$ cat src/rtl/fetch_queue_if.sv
`default_nettype none
// ============================================================================
// Module      : fetch_queue_if
// Description : Instruction-memory request/response bundle used by the
//               fetch queue.
//                 req   - request valid (driven by the fetch queue)
//                 addr  - 30-bit word address (fetch PC [31:2])
//                 ack   - response valid, qualified by req
//                 rdata - instruction word, valid with ack
//               master : fetch queue side, slave : memory side.
// Revision    : 1.0 - initial release
// ============================================================================
interface fetch_queue_if;
  logic        req;
  logic [29:0] addr;
  logic        ack;
  logic [31:0] rdata;

  modport master (output req, output addr, input ack, input rdata);
  modport slave  (input req, input addr, output ack, output rdata);
endinterface
`default_nettype wire

$ cat src/rtl/fetch_queue.sv
`default_nettype none
// ============================================================================
// Module      : fetch_queue
// Description : Instruction prefetch queue feeding the F/D pipeline register.
//               Owns the fetch PC, issues word requests over a req/ack bus,
//               buffers returned words with their PCs in a DEPTH-entry FIFO
//               and presents the head to decode. Redirects flush the FIFO
//               and abandon any in-flight response.
// Ports       : clk, rst_n        - clock, asynchronous active-low reset
//               redirect_i        - PC change request from decode
//               redirect_pc_i     - new fetch PC (bits [1:0] ignored)
//               stall_i           - decode stall, head entry held
//               imem              - instruction memory bus (master side)
//               valid_o           - head entry valid
//               instr_o           - head instruction (0 when not valid)
//               pc_o, pc_plus4_o  - head PC and PC+4 (0 when not valid)
// Revision    : 1.0 - initial release
// ============================================================================
module fetch_queue #(
  parameter int          DEPTH    = 4,
  parameter logic [31:0] RESET_PC = 32'h0000_0000
) (
  input  wire logic        clk,
  input  wire logic        rst_n,
  input  wire logic        redirect_i,
  input  wire logic [31:0] redirect_pc_i,
  input  wire logic        stall_i,
  fetch_queue_if.master    imem,
  output logic             valid_o,
  output logic [31:0]      instr_o,
  output logic [31:0]      pc_o,
  output logic [31:0]      pc_plus4_o
);

  localparam int PW = $clog2(DEPTH);
  localparam int CW = $clog2(DEPTH + 1);
  localparam logic [CW-1:0] C_FULL = CW'(DEPTH);

  typedef enum logic [1:0] {
    S_IDLE = 2'd0,
    S_WAIT = 2'd1,
    S_DROP = 2'd2
  } state_t;

  state_t         state_q;
  logic [31:0]    fpc_q;
  logic [29:0]    drop_addr_q;
  logic [CW-1:0]  count_q;
  logic [PW-1:0]  rd_ptr_q;
  logic [PW-1:0]  wr_ptr_q;
  logic [31:0]    mem_instr_q [DEPTH];
  logic [29:0]    mem_pc_q    [DEPTH];

  logic           w_valid;
  logic           w_ack;
  logic           w_push;
  logic           w_pop;
  logic [CW-1:0]  count_d;
  logic [31:0]    w_target;
  logic [31:0]    w_head_pc;
  logic           w_unused_pc_lsb;

  assign w_valid  = (count_q != '0);
  // ack only means something while a request is on the bus
  assign w_ack    = imem.ack & imem.req;
  assign w_push   = (state_q == S_WAIT) & w_ack & ~redirect_i;
  assign w_pop    = w_valid & ~stall_i & ~redirect_i;
  assign count_d  = count_q + CW'(w_push) - CW'(w_pop);
  assign w_target = {redirect_pc_i[31:2], 2'b00};
  assign w_unused_pc_lsb = ^redirect_pc_i[1:0];

  always_ff @(posedge clk or negedge rst_n) begin
    if (!rst_n) begin
      state_q     <= S_IDLE;
      fpc_q       <= {RESET_PC[31:2], 2'b00};
      drop_addr_q <= '0;
      count_q     <= '0;
      rd_ptr_q    <= '0;
      wr_ptr_q    <= '0;
    end else begin
      if (w_pop)  rd_ptr_q <= rd_ptr_q + PW'(1);
      if (w_push) wr_ptr_q <= wr_ptr_q + PW'(1);
      count_q <= count_d;
      // flush: realigning both pointers to zero keeps them consistent
      if (redirect_i) begin
        count_q  <= '0;
        rd_ptr_q <= '0;
        wr_ptr_q <= '0;
      end

      case (state_q)
        S_IDLE: begin
          if (redirect_i)             fpc_q   <= w_target;
          else if (count_q < C_FULL)  state_q <= S_WAIT;
        end
        S_WAIT: begin
          if (redirect_i) begin
            fpc_q <= w_target;
            if (w_ack) begin
              state_q <= S_IDLE;
            end else begin
              // keep presenting the abandoned address until its ack arrives
              state_q     <= S_DROP;
              drop_addr_q <= fpc_q[31:2];
            end
          end else if (w_ack) begin
            fpc_q <= fpc_q + 32'd4;
            if (!(count_d < C_FULL)) state_q <= S_IDLE;
          end
        end
        S_DROP: begin
          if (redirect_i) fpc_q   <= w_target;
          if (w_ack)      state_q <= S_IDLE;
        end
        default: state_q <= S_IDLE;
      endcase
    end
  end

  // storage needs no reset: every read is qualified by count_q
  always_ff @(posedge clk) begin
    if (w_push) begin
      mem_instr_q[wr_ptr_q] <= imem.rdata;
      mem_pc_q[wr_ptr_q]    <= fpc_q[31:2];
    end
  end

  assign imem.req  = (state_q == S_WAIT) | (state_q == S_DROP);
  assign imem.addr = (state_q == S_WAIT) ? fpc_q[31:2] :
                     (state_q == S_DROP) ? drop_addr_q : 30'd0;

  assign w_head_pc  = {mem_pc_q[rd_ptr_q], 2'b00};
  assign valid_o    = w_valid;
  assign instr_o    = w_valid ? mem_instr_q[rd_ptr_q] : 32'd0;
  assign pc_o       = w_valid ? w_head_pc : 32'd0;
  assign pc_plus4_o = w_valid ? (w_head_pc + 32'd4) : 32'd0;

endmodule
`default_nettype wire

$ cat src/flat_wrapper.sv
// flat-port wrapper written by rule: the top's interface ports become plain ports
module fetch_queue_flat 
#(
  parameter int          DEPTH    = 4,
  parameter logic [31:0] RESET_PC = 32'h0000_0000
)
  (clk, rst_n, redirect_i, redirect_pc_i, stall_i, valid_o, instr_o, pc_o, pc_plus4_o, imem_req, imem_addr, imem_ack, imem_rdata);
  fetch_queue_if imem_i ();
  input  wire logic clk;
  input  wire logic rst_n;
  input  wire logic redirect_i;
  input  wire logic [31:0] redirect_pc_i;
  input  wire logic stall_i;
  output logic valid_o;
  output logic [31:0] instr_o;
  output logic [31:0] pc_o;
  output logic [31:0] pc_plus4_o;
  output wire logic [$bits(imem_i.req)-1:0] imem_req;
  output wire logic [$bits(imem_i.addr)-1:0] imem_addr;
  input wire logic [$bits(imem_i.ack)-1:0] imem_ack;
  input wire logic [$bits(imem_i.rdata)-1:0] imem_rdata;
  assign imem_req = imem_i.req;
  assign imem_addr = imem_i.addr;
  assign imem_i.ack = imem_ack;
  assign imem_i.rdata = imem_rdata;
  fetch_queue #(.DEPTH(DEPTH), .RESET_PC(RESET_PC)) u_core (.clk(clk), .rst_n(rst_n), .redirect_i(redirect_i), .redirect_pc_i(redirect_pc_i), .stall_i(stall_i), .imem(imem_i), .valid_o(valid_o), .instr_o(instr_o), .pc_o(pc_o), .pc_plus4_o(pc_plus4_o));
endmodule
$ cat config.mk
export PLATFORM = sky130hd
export DESIGN_NAME = fetch_queue_flat
export DESIGN_NICKNAME = d
export VERILOG_FILES = /design/src/rtl/fetch_queue_if.sv /design/src/rtl/fetch_queue.sv /design/src/flat_wrapper.sv
export SDC_FILE = /design/constraint.sdc
export NUM_CORES = 1
export LEC_CHECK = 0
export ABC_AREA = 1
export ABC_CLOCK_PERIOD_IN_PS = 6770
export CORE_MARGIN = 1.5
export CORE_UTILIZATION = 60
export DETAILED_ROUTE_END_ITERATION = 7
export HOLD_SLACK_MARGIN = 0.03
export PLACE_DENSITY = 0.86
export SYNTH_ARGS = -nofsm -noshare
export SYNTH_HDL_FRONTEND = slang
export SYNTH_SLANG_ARGS = --single-unit
$ cat constraint.sdc
create_clock -name clk -period 6.77 [get_ports clk]
set_input_delay 1.354 -clock clk [delete_from_list [all_inputs] [get_ports clk]]
set_output_delay 1.354 -clock clk [all_outputs]
set_load 0.02 [all_outputs]
==> out/qor.json, run 1 <==
{
  "timing.critical_path.cells": "inv_6, nand2_1, nand2_1, nand2_1, nand2_1, ha_1, inv_1, nor2_2, nand2_1, nor2_4, nand2_1, nor2_1, nor2_1, nor2_1, clkdlybuf4s50_1",
  "cts_resized": 0,
  "maxSlewHeadroom_pct": 21.6,
  "seq_area_frac_synth_pct": 59.4,
  "rows": 58,
  "post-cts-setup-buffer-count": 0,
  "number_of_max_slew_violations_in_the_final_report": 0,
  "grt_max_degree": 125,
  "syn-mean-instance-area_um2": 8.94,
  "worst-path-max-fanout": 124,
  "detailedPlacementHpwl_mm": 25.4,
  "final.setup_skew_ns": 0.0152,
  "worst_path_most_repeated_cell": "sky130_fd_sc_hd__nand2_1",
  "static-leakage-power_nw": 7.26,
  "tritoncts.num_buffers": 31,
  "crit_path_end": "pc_plus4_o[22]",
  "status": "complete, no violations",
  "max_clock_freq_mhz": 173,
  "cts_tree": "built",
  "clock_sinks": 317,
  "regToRegEndpoint": "u_core.mem_pc_q[3][23]",
  "die_height_um": 163,
  "rsz0062_at_grt": "false",
  "min_period_ns": 5.78,
  "io_pins": 197,
  "design.die.area_um2": 26700,
  "worst_ir_drop_vdd_v": 0.000567,
  "r2r-start": "u_core.state_q[1]",
  "first_iter_violations": 1533,
  "antenna_found_initial": 0,
  "fp.coreArea_um2": 25300,
  "most_frequent_cells_in_the_layout": "sky130_fd_sc_hd__nand2_1, sky130_fd_sc_hd__nor2_1, sky130_fd_sc_hd__edfxtp_1",
  "worst_setup_hold_path_clk_slew_ns": 0.06,
  "clock_insertion_delay_worst_skew_ns": 0.56,
  "worst-r2r-setup-slack_ns": 3.34,
  "drc": 0,
  "ws_path_type": "reg -> out",
  "worst_setup_path_end_kind": "primary output",
  "min-delay-start": "u_core.drop_addr_q[24]",
  "hold_depth": 2,
  "min_delay_worst_type": "reg -> reg",
  "htree_levels": 1,
  "wire_per_inst_um": 17.7,
  "ant_nets": 0,
  "pre_cts_slack_ns": 1.65,
  "groute.usage.overall_pct": 29.7,
  "initial_core_util_pct": 61.1,
  "final-setup-viol-count": 0,
  "startpoint": "u_core.rd_ptr_q[0]",
  "tightest_slew_ns": 1.18,
  "power_mw": 8.08,
  "routed-via-count": 12666,
  "synth_cell_types": 38,
  "final_stage_net_count": 1966,
  "place.gp.congestion": 0.914,
  "synth-warning-count": 0,
  "worstPathArrival_ns": 4.42,
  "drt_first_pass_iters": 8,
  "hold_viol_final": 0,
  "yosys_register_bits": 317,
  "antenna_cells_inserted": 0,
  "critical-path-slowest-cell": "sky130_fd_sc_hd__dfrtp_4",
  "via_count_of_the_first_global_routing_pass": 11931,
  "layout_overhead_on_the_synthesized_area_pct": 20.0,
  "tns_ns": 0,
  "powerDensity_nw_per_um2": 436,
  "drive_above_1_share_pct": 5.08,
  "synthesized_cell_area_um2": 15400,
  "holdBufCountCts": 0,
  "worst_setup_path_start_kind": "register",
  "max_cap_viols": 0,
  "crit_required_ns": 5.42,
  "route.detailed.vias_per_inst": 5.66,
  "worst_r2r_path_depth": 8,
  "clk_root_buffer_cell": "sky130_fd_sc_hd__clkbuf_16",
  "die_w_um": 163,
  "gr-total-overflow": 0,
  "io_buffers": 190,
  "clock_tree.buffer_depth": 3,
  "syn_inst": 1728,
  "drt-total-wl_mm": 39.5,
  "most_common_cell_after_layout_fill_and_taps_aside": "sky130_fd_sc_hd__nand2_1",
  "worst_slack_ns": 0.995,
  "final_min_period_over_clock_period_pct": 85.3,
  "grt_first_pass_wirelength_mm": 61.7,
  "timing.critical_path.slowest_cell_delay_ns": 0.75
}
[metrics by stage]
step                      hold WS, ns  cells  util [%]  cell area (um2)
final                           0.487   2239      73.4            18500
after global routing            0.508   2239      73.4            18500
after CTS                       0.490   2239      73.4            18500
after detailed placement        0.474   2181      69.2            17500
after global placement          0.467   2181      69.2            17500
after floorplan                 0.454   1731         -            15500
[flip-flops by register name, indices dropped and copies added (netlist names)]
| register | cells |
|---|---|
| u_core.state_q | 2 |
| u_core.drop_addr_q | 30 |
| u_core.count_q | 3 |
| u_core.mem_instr_q | 128 |
| u_core.wr_ptr_q | 2 |
| u_core.rd_ptr_q | 2 |
| u_core.fpc_q | 30 |
| u_core.mem_pc_q | 120 |
[logic make-up after synthesis]
logic type,share of synthesized area [%]
other,0.0243
adders and majority gates,1.10
DFF,59.4
buffers and inverters,5.49
xor gates and xnor gates,0.851
AOI/OAI and AO/OA,8.43
and+or+nand+nor,24.7
[worst max-delay path, delay by kind of cell (launching register included)]
| family | cells | cell delay [ns] |
|---|---|---|
| adders and majority gates | 1 | 0.19 |
| DFF | 1 | 0.75 |
| buffers and inverters | 3 | 1.47 |
| and+or+nand+nor | 11 | 1.39 |
[cells in the mapped netlist (all sizes together)]
cell,n,area [um2]
nand3,126,631
a31oi,1,6.26
a21oi,55,275
o31ai,1,7.51
nor2,306,1190
clkbuf,40,150
inv,103,392
nor3,24,120
xnor2,1,8.76
clkinv,2,7.51
o211ai,9,67.6
edfxtp,248,7450
a32oi,1,8.76
nand4,10,62.6
nand3b,1,7.51
and2,1,6.26
xor2,14,123
conb,1,3.75
buf,47,299
nor3b,1,7.51
a22oi,2,15.0
or2,2,12.5
dfrtp,69,1730
o21ai,173,866
ha,12,150
o22ai,9,56.3
nand2,468,1780
fa,1,20.0
[how the worst min path moves through the flow]
stage | endpoint
floorplan | u_core.drop_addr_q[0]
CTS | u_core.drop_addr_q[3]
global route | u_core.drop_addr_q[20]
detailed placement | u_core.drop_addr_q[14]
global placement | u_core.drop_addr_q[9]
finish | u_core.drop_addr_q[24]
[power by group]
part,total (mW),switching (mW),internal (mW)
logic,3.50,2.26,1.24
clock network,1.75,0.705,1.04
registers,2.83,0.338,2.49
[layout make-up]
class / count / area (um2)
clock inverters: 12 / 171
inverters: 105 / 399
well taps: 330 / 413
flip-flops and latches: 317 / 9180
repair buffers: 207 / 2020
multi-input cells: 1222 / 5470
clock buffers: 46 / 872
fillers: 1770 / 6720
[per-layer routing]
| metal | vias up | global-route usage (%) | wire, um |
|---|---|---|---|
| li1 | 6067 | - | - |
| met1 | 5960 | 41.2 | 16400 |
| met2 | 576 | 49.8 | 18900 |
| met3 | 63 | 2.62 | 3130 |
| met4 | 0 | 9.30 | 1070 |
| met5 | - | 0 | 0 |
No activity file was read; power rests on OpenSTA's default activity.
==> run 2, diff against run 1 <==
- CTS_CLUSTER_SIZE: not set -> 24
- GPL_TIMING_DRIVEN: not set -> 0
==> run 2 against run 1 <==
  * Final area increased by 2.4%
  * Sequential share of layout area down 1.2 points
  * Wire length up 18%
  * Register-to-register slack lost 0.12 ns
  * Highest routed layer unchanged
  * Critical path type unchanged
  * Die area did not move
  * Global-route usage is 5.3 points higher
==> out/qor.json, run 2 (synthesized netlist as in run 1, its figures left out) <==
{
  "worst-path-max-fanout": {"value": 10, "change": "-92%"},
  "cts_tree": "built",
  "design.die.area": {"value": 26700, "unit": "um2", "change": "unchanged"},
  "wire_per_inst": {"value": 20.2, "unit": "um", "change": "+14%"},
  "top_usage_layer": "met2",
  "worst_setup_hold_path_clk_slew": {"value": 0.06, "unit": "ns", "change": "about the same"},
  "hold_depth": {"value": 2, "change": "unchanged"},
  "most_common_cell_after_layout_fill_and_taps_aside": "sky130_fd_sc_hd__nand2_1",
  "route.detailed.vias_per_inst": {"value": 5.97, "change": "+5.5%"},
  "die_w": {"value": 163, "unit": "um", "change": "unchanged"},
  "ws_path_type": "reg -> out",
  "rsz0062_at_grt": "false",
  "place.gp.congestion": {"value": 0.968, "change": "+5.9%"},
  "reg_top3": "u_core.mem_instr_q (128), u_core.mem_pc_q (120)",
  "worst_r2r_path_depth": {"value": 15, "change": "+7"},
  "tightest_slew": {"value": 1.22, "unit": "ns", "change": "+0.0440 ns"},
  "grt_max_degree": {"value": 70, "change": "-44%"},
  "maxSlewHeadroom": {"value": 18.0, "unit": "%", "change": "-3.6 points"},
  "min_period": {"value": 5.35, "unit": "ns", "change": "-0.423 ns"},
  "largest_register_ff_count": {"value": 128, "change": "unchanged"},
  "post-cts-setup-buffer-count": {"value": 0, "change": "unchanged"},
  "via_count_of_the_first_global_routing_pass": {"value": 13176, "change": "+10%"},
  "num-fill-cells": {"value": 1706, "change": "-3.6%"},
  "pre_cts_slack": {"value": 2.19, "unit": "ns", "change": "+0.540 ns"},
  "post_layout_instance_area": {"value": 19000, "unit": "um2", "change": "+2.4%"},
  "globalRouteMet3Util": {"value": 4.62, "unit": "%", "change": "+2.0 points"},
  "layout_overhead_on_the_synthesized_area_pct": 22.9,
  "worst-r2r-setup-slack": {"value": 3.22, "unit": "ns", "change": "-0.12 ns"},
  "clock_tree.buffer_depth": {"value": 3, "change": "unchanged"},
  "worst_setup_path_end_kind": "primary output",
  "final-setup-viol-count": {"value": 0, "change": "unchanged"},
  "grtUsageMet2": {"value": 57.2, "unit": "%", "change": "+7.4 points"},
  "most_frequent_cells_in_the_layout": "sky130_fd_sc_hd__nand2_1, sky130_fd_sc_hd__nor2_1, sky130_fd_sc_hd__edfxtp_1",
  "clock_sinks": {"value": 317, "change": "unchanged"},
  "ant_nets": {"value": 0, "change": "unchanged"},
  "routed-via-count": {"value": 13824, "change": "+9.1%"},
  "clock_insertion_delay_worst_skew": {"value": 0.58, "unit": "ns", "change": "+0.02 ns"},
  "clk_root_buffer_cell": "sky130_fd_sc_hd__clkbuf_16",
  "powerDensity": {"value": 439, "unit": "nW/um2", "change": "+0.68%"},
  "drt-total-wl": {"value": 46.7, "unit": "mm", "change": "+18%"},
  "max_clock_freq": {"value": 187, "unit": "MHz", "change": "+7.9%"},
  "htree_levels": {"value": 1, "change": "unchanged"},
  "final_core_utilization": {"value": 75.2, "unit": "%", "change": "+1.8 points"},
  "tritoncts.num_buffers": {"value": 30, "change": "-3.2%"},
  "number_of_max_slew_violations_in_the_final_report": {"value": 0, "change": "unchanged"},
  "crit_required": {"value": 5.42, "unit": "ns", "change": "about the same"},
  "max_cap_viols": {"value": 0, "change": "unchanged"},
  "groute.usage.overall": {"value": 35.0, "unit": "%", "change": "+5.3 points"},
  "io_buffers": {"value": 189, "change": "-0.53%"},
  "grt_first_pass_wirelength": {"value": 70.8, "unit": "mm", "change": "+15%"},
  "largest-register": "u_core.mem_instr_q",
  "rows": {"value": 58, "change": "unchanged"},
  "drt_first_pass_iters": {"value": 6, "change": "-2"},
  "worst_ir_drop_vdd": {"value": 0.000310, "unit": "V", "change": "-45%"},
  "drive_above_1_share": {"value": 6.25, "unit": "%", "change": "+1.2 points"},
  "worst_slack": {"value": 1.42, "unit": "ns", "change": "+0.423 ns"},
  "cts_resized": {"value": 0, "change": "unchanged"},
  "final.setup_skew": {"value": 0.0289, "unit": "ns", "change": "+0.0137 ns"},
  "area.sequential": {"value": 9170, "unit": "um2", "change": "about the same"},
  "antenna_found_initial": {"value": 0, "change": "unchanged"},
  "fp.coreArea": {"value": 25300, "unit": "um2", "change": "unchanged"},
  "hold_slack": {"value": 0.489, "unit": "ns", "change": "+0.00199 ns"},
  "grtUsageMet1": {"value": 47.0, "unit": "%", "change": "+5.7 points"},
  "detailedPlacementHpwl": {"value": 32.3, "unit": "mm", "change": "+27%"},
  "io_pins": {"value": 197, "change": "unchanged"},
  "die_height": {"value": 163, "unit": "um", "change": "unchanged"},
  "drc": {"value": 0, "change": "unchanged"},
  "worst_setup_path_start_kind": "register",
  "worstPathArrival": {"value": 4.00, "unit": "ns", "change": "-0.42 ns"},
  "final_stage_net_count": {"value": 2043, "change": "+3.9%"},
  "first_iter_violations": {"value": 1796, "change": "+17%"},
  "holdBufCountCts": {"value": 0, "change": "unchanged"},
  "min_delay_worst_type": "reg -> reg",
  "final_min_period_over_clock_period": {"value": 79.1, "unit": "%", "change": "-6.2 points"},
  "gr-total-overflow": {"value": 0, "change": "unchanged"},
  "hold_viol_final": {"value": 0, "change": "unchanged"},
  "initial_core_util": {"value": 61.1, "unit": "%", "change": "unchanged"},
  "detailed_place.area": {"value": 18000, "unit": "um2", "change": "+2.8%"},
  "multi_input_comb_area": {"value": 5460, "unit": "um2", "change": "-0.18%"},
  "static-leakage-power": {"value": 7.47, "unit": "nW", "change": "+2.9%"},
  "status": "complete, no violations"
}
[run 2: metrics by stage]
step	instances	power, mW	TNS [ns]
global placement	2250	6.44	-153.28
detailed placement	2259	6.55	0
CTS	2315	8.26	0
floorplan	1731	4.92	0
global route	2315	8.70	0
finish	2316	8.33	0
[run 2: critical path: stages (launching register included)]
cell and delay (ns):
sky130_fd_sc_hd__dfrtp_1 0.42, sky130_fd_sc_hd__nor3_1 0.98, sky130_fd_sc_hd__clkbuf_1 0.58, sky130_fd_sc_hd__clkbuf_1 0.65, sky130_fd_sc_hd__nor2_1 0.18, sky130_fd_sc_hd__clkdlybuf4s50_1 0.61
[run 2: path summary, 6_finish.rpt]
kind | from | to
worst max-delay path | u_core.count_q[2] | pc_o[9]
worst min-delay path | u_core.drop_addr_q[1] | u_core.drop_addr_q[1]
worst max register to register | u_core.count_q[2] | u_core.state_q[1]
worst min register to register | u_core.drop_addr_q[1] | u_core.drop_addr_q[1]
max in group asynchronous | rst_n | u_core.fpc_q[14]
min in group asynchronous | rst_n | u_core.drop_addr_q[26]
[run 2: report_power, final]
group	internal (mW)	switching [mW]
clock network	0.964	0.728
logic	1.33	2.51
registers	2.49	0.309
[run 2: area by class of cell]
type	instances	share of cell area, %
flip-flops and latches	317	48.3
diodes	1	0.0132
well taps	330	2.18
repair buffers	198	11.0
clock inverters	17	0.962
clock buffers	39	4.29
inverters	105	2.10
plain buffers	87	2.37
multi-input cells	1222	28.8
[run 2: per-layer routing]
metal  share of wire (%)  wire, um
met1                  38     17700
met2                  47     22100
met3                  10      4750
met4                 4.4      2050
met5                   0         0
==> run 3, diff against run 2 <==
- ABC_CLOCK_PERIOD_IN_PS: 6770 -> 5500
- CORE_UTILIZATION: 60 -> 56
- PLACE_DENSITY: 0.86 -> 0.81
- clock period: 6.77 -> 5.5 ns (I/O delays scaled with it)
==> run 3 against run 2 <==
  * Setup slack got worse by 0.85 ns
  * Clock power rose by 35%
  * Combinational power up 23%
  * Via count down 2.1%
  * Cell count is 0.69% higher
  * Register-to-register slack got worse by 1.1 ns
  * First-iteration DRC count decreased by 4.5%
  * Core utilization down 4.4 points
  * Sequential share of layout area shrank 0.39 points
  * Non-clock buffer count unchanged
  * Largest power group unchanged
==> out/qor.json, run 3 (synthesized netlist as in run 1, its figures left out) <==
{
  "status": "complete, no violations",
  "route.detailed.vias_per_inst": {"value": 5.80, "change": "-2.8%"},
  "clock_insertion_delay_worst_skew": {"value": 0.51, "unit": "ns", "change": "-0.07 ns"},
  "antenna_found_initial": {"value": 0, "change": "unchanged"},
  "rsz0062_at_grt": "false",
  "post_layout_instance_area": {"value": 19100, "unit": "um2", "change": "+0.81%"},
  "design.die.area": {"value": 28600, "unit": "um2", "change": "+7.0%"},
  "final_cells": {"value": 2332, "change": "+0.69%"},
  "final_min_period_over_clock_period_pct": 89.7,
  "htree_levels": {"value": 2, "change": "+1"},
  "total_switching_power": {"value": 4.37, "unit": "mW", "change": "+23%"},
  "grt_max_degree": {"value": 55, "change": "-21%"},
  "clk_root_buffer_cell": "sky130_fd_sc_hd__clkbuf_16",
  "worst-path-max-fanout": {"value": 10, "change": "unchanged"},
  "place_inst": {"value": 2270, "change": "+0.49%"},
  "die_height": {"value": 169, "unit": "um", "change": "+3.4%"},
  "powerDensity": {"value": 545, "unit": "nW/um2", "change": "+24%"},
  "largest_register_ff_count": {"value": 128, "change": "unchanged"},
  "layout_overhead_on_the_synthesized_area_pct": 23.9,
  "clock_power_share": {"value": 21.9, "unit": "%", "change": "+1.6 points"},
  "tritoncts.num_buffers": {"value": 34, "change": "+13%"},
  "drt_first_pass_iters": {"value": 5, "change": "-1"},
  "drc": {"value": 0, "change": "unchanged"},
  "cell_internal_pwr": {"value": 6.06, "unit": "mW", "change": "+27%"},
  "clock_tree.buffer_depth": {"value": 3, "change": "unchanged"},
  "static-leakage-power": {"value": 7.55, "unit": "nW", "change": "+1.1%"},
  "reg_top3": "u_core.mem_instr_q (128), u_core.mem_pc_q (120)",
  "post-cts-setup-buffer-count": {"value": 0, "change": "unchanged"},
  "crit_required": {"value": 4.40, "unit": "ns", "change": "-1.02 ns"},
  "power": {"value": 10.4, "unit": "mW", "change": "+25%"},
  "gr-total-overflow": {"value": 0, "change": "unchanged"},
  "maxSlewHeadroom": {"value": 26.8, "unit": "%", "change": "+8.8 points"},
  "worst_setup_path_start_kind": "register",
  "antenna_cells_inserted": {"value": 0, "change": "-1"},
  "min_period_ns": 4.94,
  "die_w": {"value": 169, "unit": "um", "change": "+3.4%"},
  "rows": {"value": 60, "change": "+3.4%"},
  "worst_slack": {"value": 0.564, "unit": "ns", "change": "-0.853 ns"},
  "worst_setup_hold_path_clk_slew": {"value": 0.06, "unit": "ns", "change": "about the same"},
  "io_pins": {"value": 197, "change": "unchanged"},
  "place.gp.congestion": {"value": 0.951, "change": "-1.7%"},
  "area.sequential": {"value": 9170, "unit": "um2", "change": "unchanged"},
  "most_common_cell_after_layout_fill_and_taps_aside": "sky130_fd_sc_hd__nand2_1",
  "hold_slack": {"value": 0.459, "unit": "ns", "change": "-0.0300 ns"},
  "worstPathArrival": {"value": 3.84, "unit": "ns", "change": "-0.16 ns"},
  "hold_viol_final": {"value": 0, "change": "unchanged"},
  "initial_core_util": {"value": 57.1, "unit": "%", "change": "-4.0 points"},
  "largest-register": "u_core.mem_instr_q",
  "drive_above_1_share": {"value": 6.68, "unit": "%", "change": "+0.43 points"},
  "switching_share": {"value": 41.9, "unit": "%", "change": "-0.67 points"},
  "io_buffers": {"value": 189, "change": "unchanged"},
  "wire_per_inst": {"value": 19.7, "unit": "um", "change": "-2.3%"},
  "min_delay_worst_type": "in -> async",
  "worst-r2r-setup-slack": {"value": 2.09, "unit": "ns", "change": "-1.13 ns"},
  "final-setup-viol-count": {"value": 0, "change": "unchanged"},
  "cts_resized": {"value": 0, "change": "unchanged"},
  "final.setup_skew": {"value": 0.0116, "unit": "ns", "change": "-0.0173 ns"},
  "pre_cts_slack": {"value": 1.21, "unit": "ns", "change": "-0.980 ns"},
  "detailedPlacementHpwl": {"value": 32.5, "unit": "mm", "change": "+0.42%"},
  "drt-total-wl": {"value": 45.9, "unit": "mm", "change": "-1.6%"},
  "max_clock_freq_mhz": 203,
  "num-fill-cells": {"value": 1973, "change": "+16%"},
  "power_frac_seq": {"value": 33.0, "unit": "%", "change": "-0.6 points"},
  "holdBufCountCts": {"value": 0, "change": "unchanged"},
  "worst_ir_drop_vdd": {"value": 0.000426, "unit": "V", "change": "+37%"},
  "fp.coreArea": {"value": 27000, "unit": "um2", "change": "+7.0%"},
  "grt_first_pass_wirelength": {"value": 71.3, "unit": "mm", "change": "+0.70%"},
  "tightest_slew": {"value": 1.09, "unit": "ns", "change": "-0.131 ns"},
  "final_stage_net_count": {"value": 2047, "change": "+0.20%"},
  "clock_sinks": {"value": 317, "change": "unchanged"},
  "multi_input_comb_area": {"value": 5460, "unit": "um2", "change": "unchanged"},
  "number_of_max_slew_violations_in_the_final_report": {"value": 0, "change": "unchanged"},
  "combinational_share_of_power": {"value": 45.1, "unit": "%", "change": "-1.0 points"},
  "groute.usage.overall": {"value": 32.7, "unit": "%", "change": "-2.2 points"},
  "first_iter_violations": {"value": 1716, "change": "-4.5%"},
  "max_cap_viols": {"value": 0, "change": "unchanged"},
  "via_count_of_the_first_global_routing_pass": {"value": 13018, "change": "-1.2%"},
  "worst_setup_path_end_kind": "primary output",
  "routed-via-count": {"value": 13528, "change": "-2.1%"},
  "most_frequent_cells_in_the_layout": "sky130_fd_sc_hd__nand2_1, sky130_fd_sc_hd__nor2_1, sky130_fd_sc_hd__edfxtp_1",
  "ws_path_type": "reg -> out",
  "tns": {"value": 0, "unit": "ns", "change": "unchanged"},
  "cts_tree": "built",
  "final_core_utilization": {"value": 70.8, "unit": "%", "change": "-4.4 points"},
  "detailed_place.area": {"value": 18000, "unit": "um2", "change": "+0.16%"},
  "ant_nets": {"value": 0, "change": "unchanged"}
}
run 3: cell count changes in the layout (fill, tap and decap cells not counted), sizes merged:
cell    change
clkbuf      +3
clkinv      +1
diode       -1
inv         +2
run 3: worst max-delay path: stages, from the launching register on:
cell and delay, ns:
sky130_fd_sc_hd__dfrtp_1 0.41, sky130_fd_sc_hd__nor3_1 0.88, sky130_fd_sc_hd__clkbuf_1 0.50, sky130_fd_sc_hd__clkbuf_1 0.70, sky130_fd_sc_hd__nor2_1 0.22, sky130_fd_sc_hd__clkdlybuf4s50_1 0.60
run 3: worst paths after layout:
path | depth (start not counted) | from | to
setup reg to reg | 15 | u_core.count_q[2] | u_core.state_q[0]
setup / recovery | 5 | u_core.count_q[2] | pc_o[14]
min in group clk | 2 | u_core.drop_addr_q[9] | u_core.drop_addr_q[9]
hold / removal | 1 | rst_n | u_core.drop_addr_q[26]
max in group asynchronous | 2 | rst_n | u_core.rd_ptr_q[0]
hold reg to reg | 2 | u_core.drop_addr_q[9] | u_core.drop_addr_q[9]
run 3: final cells by class:
cell class	instances	share of cell area, %
Buffer	87	2.35
Clock buffer	42	4.87
Clock inverter	20	1.01
Inverter	105	2.09
Multi-Input combinational cell	1222	28.5
Sequential cell	317	47.9
Tap cell	341	2.23
Timing Repair Buffer	198	11.0
run 3: power groups by stage:
stage	Sequential (mW)	Clock, mW	Combinational, mW
floorplan	3.33	0	2.72
global placement	3.45	0	4.51
detailed placement	3.46	0	4.62
CTS	3.42	2.30	4.67
global route	3.48	2.39	5.09
finish	3.44	2.28	4.71
run 3: per-layer routing:
layer / up-vias / track usage, % / share of wire, % / routed length, um
met4: 0 / 13.4 / 3.6 / 1670
met2: 815 / 53.3 / 47 / 21700
met1: 6360 / 45.0 / 40 / 18300
met3: 114 / 4.07 / 9.3 / 4290
met5: - / 0 / 0 / 0
li1: 6239 / - / - / -
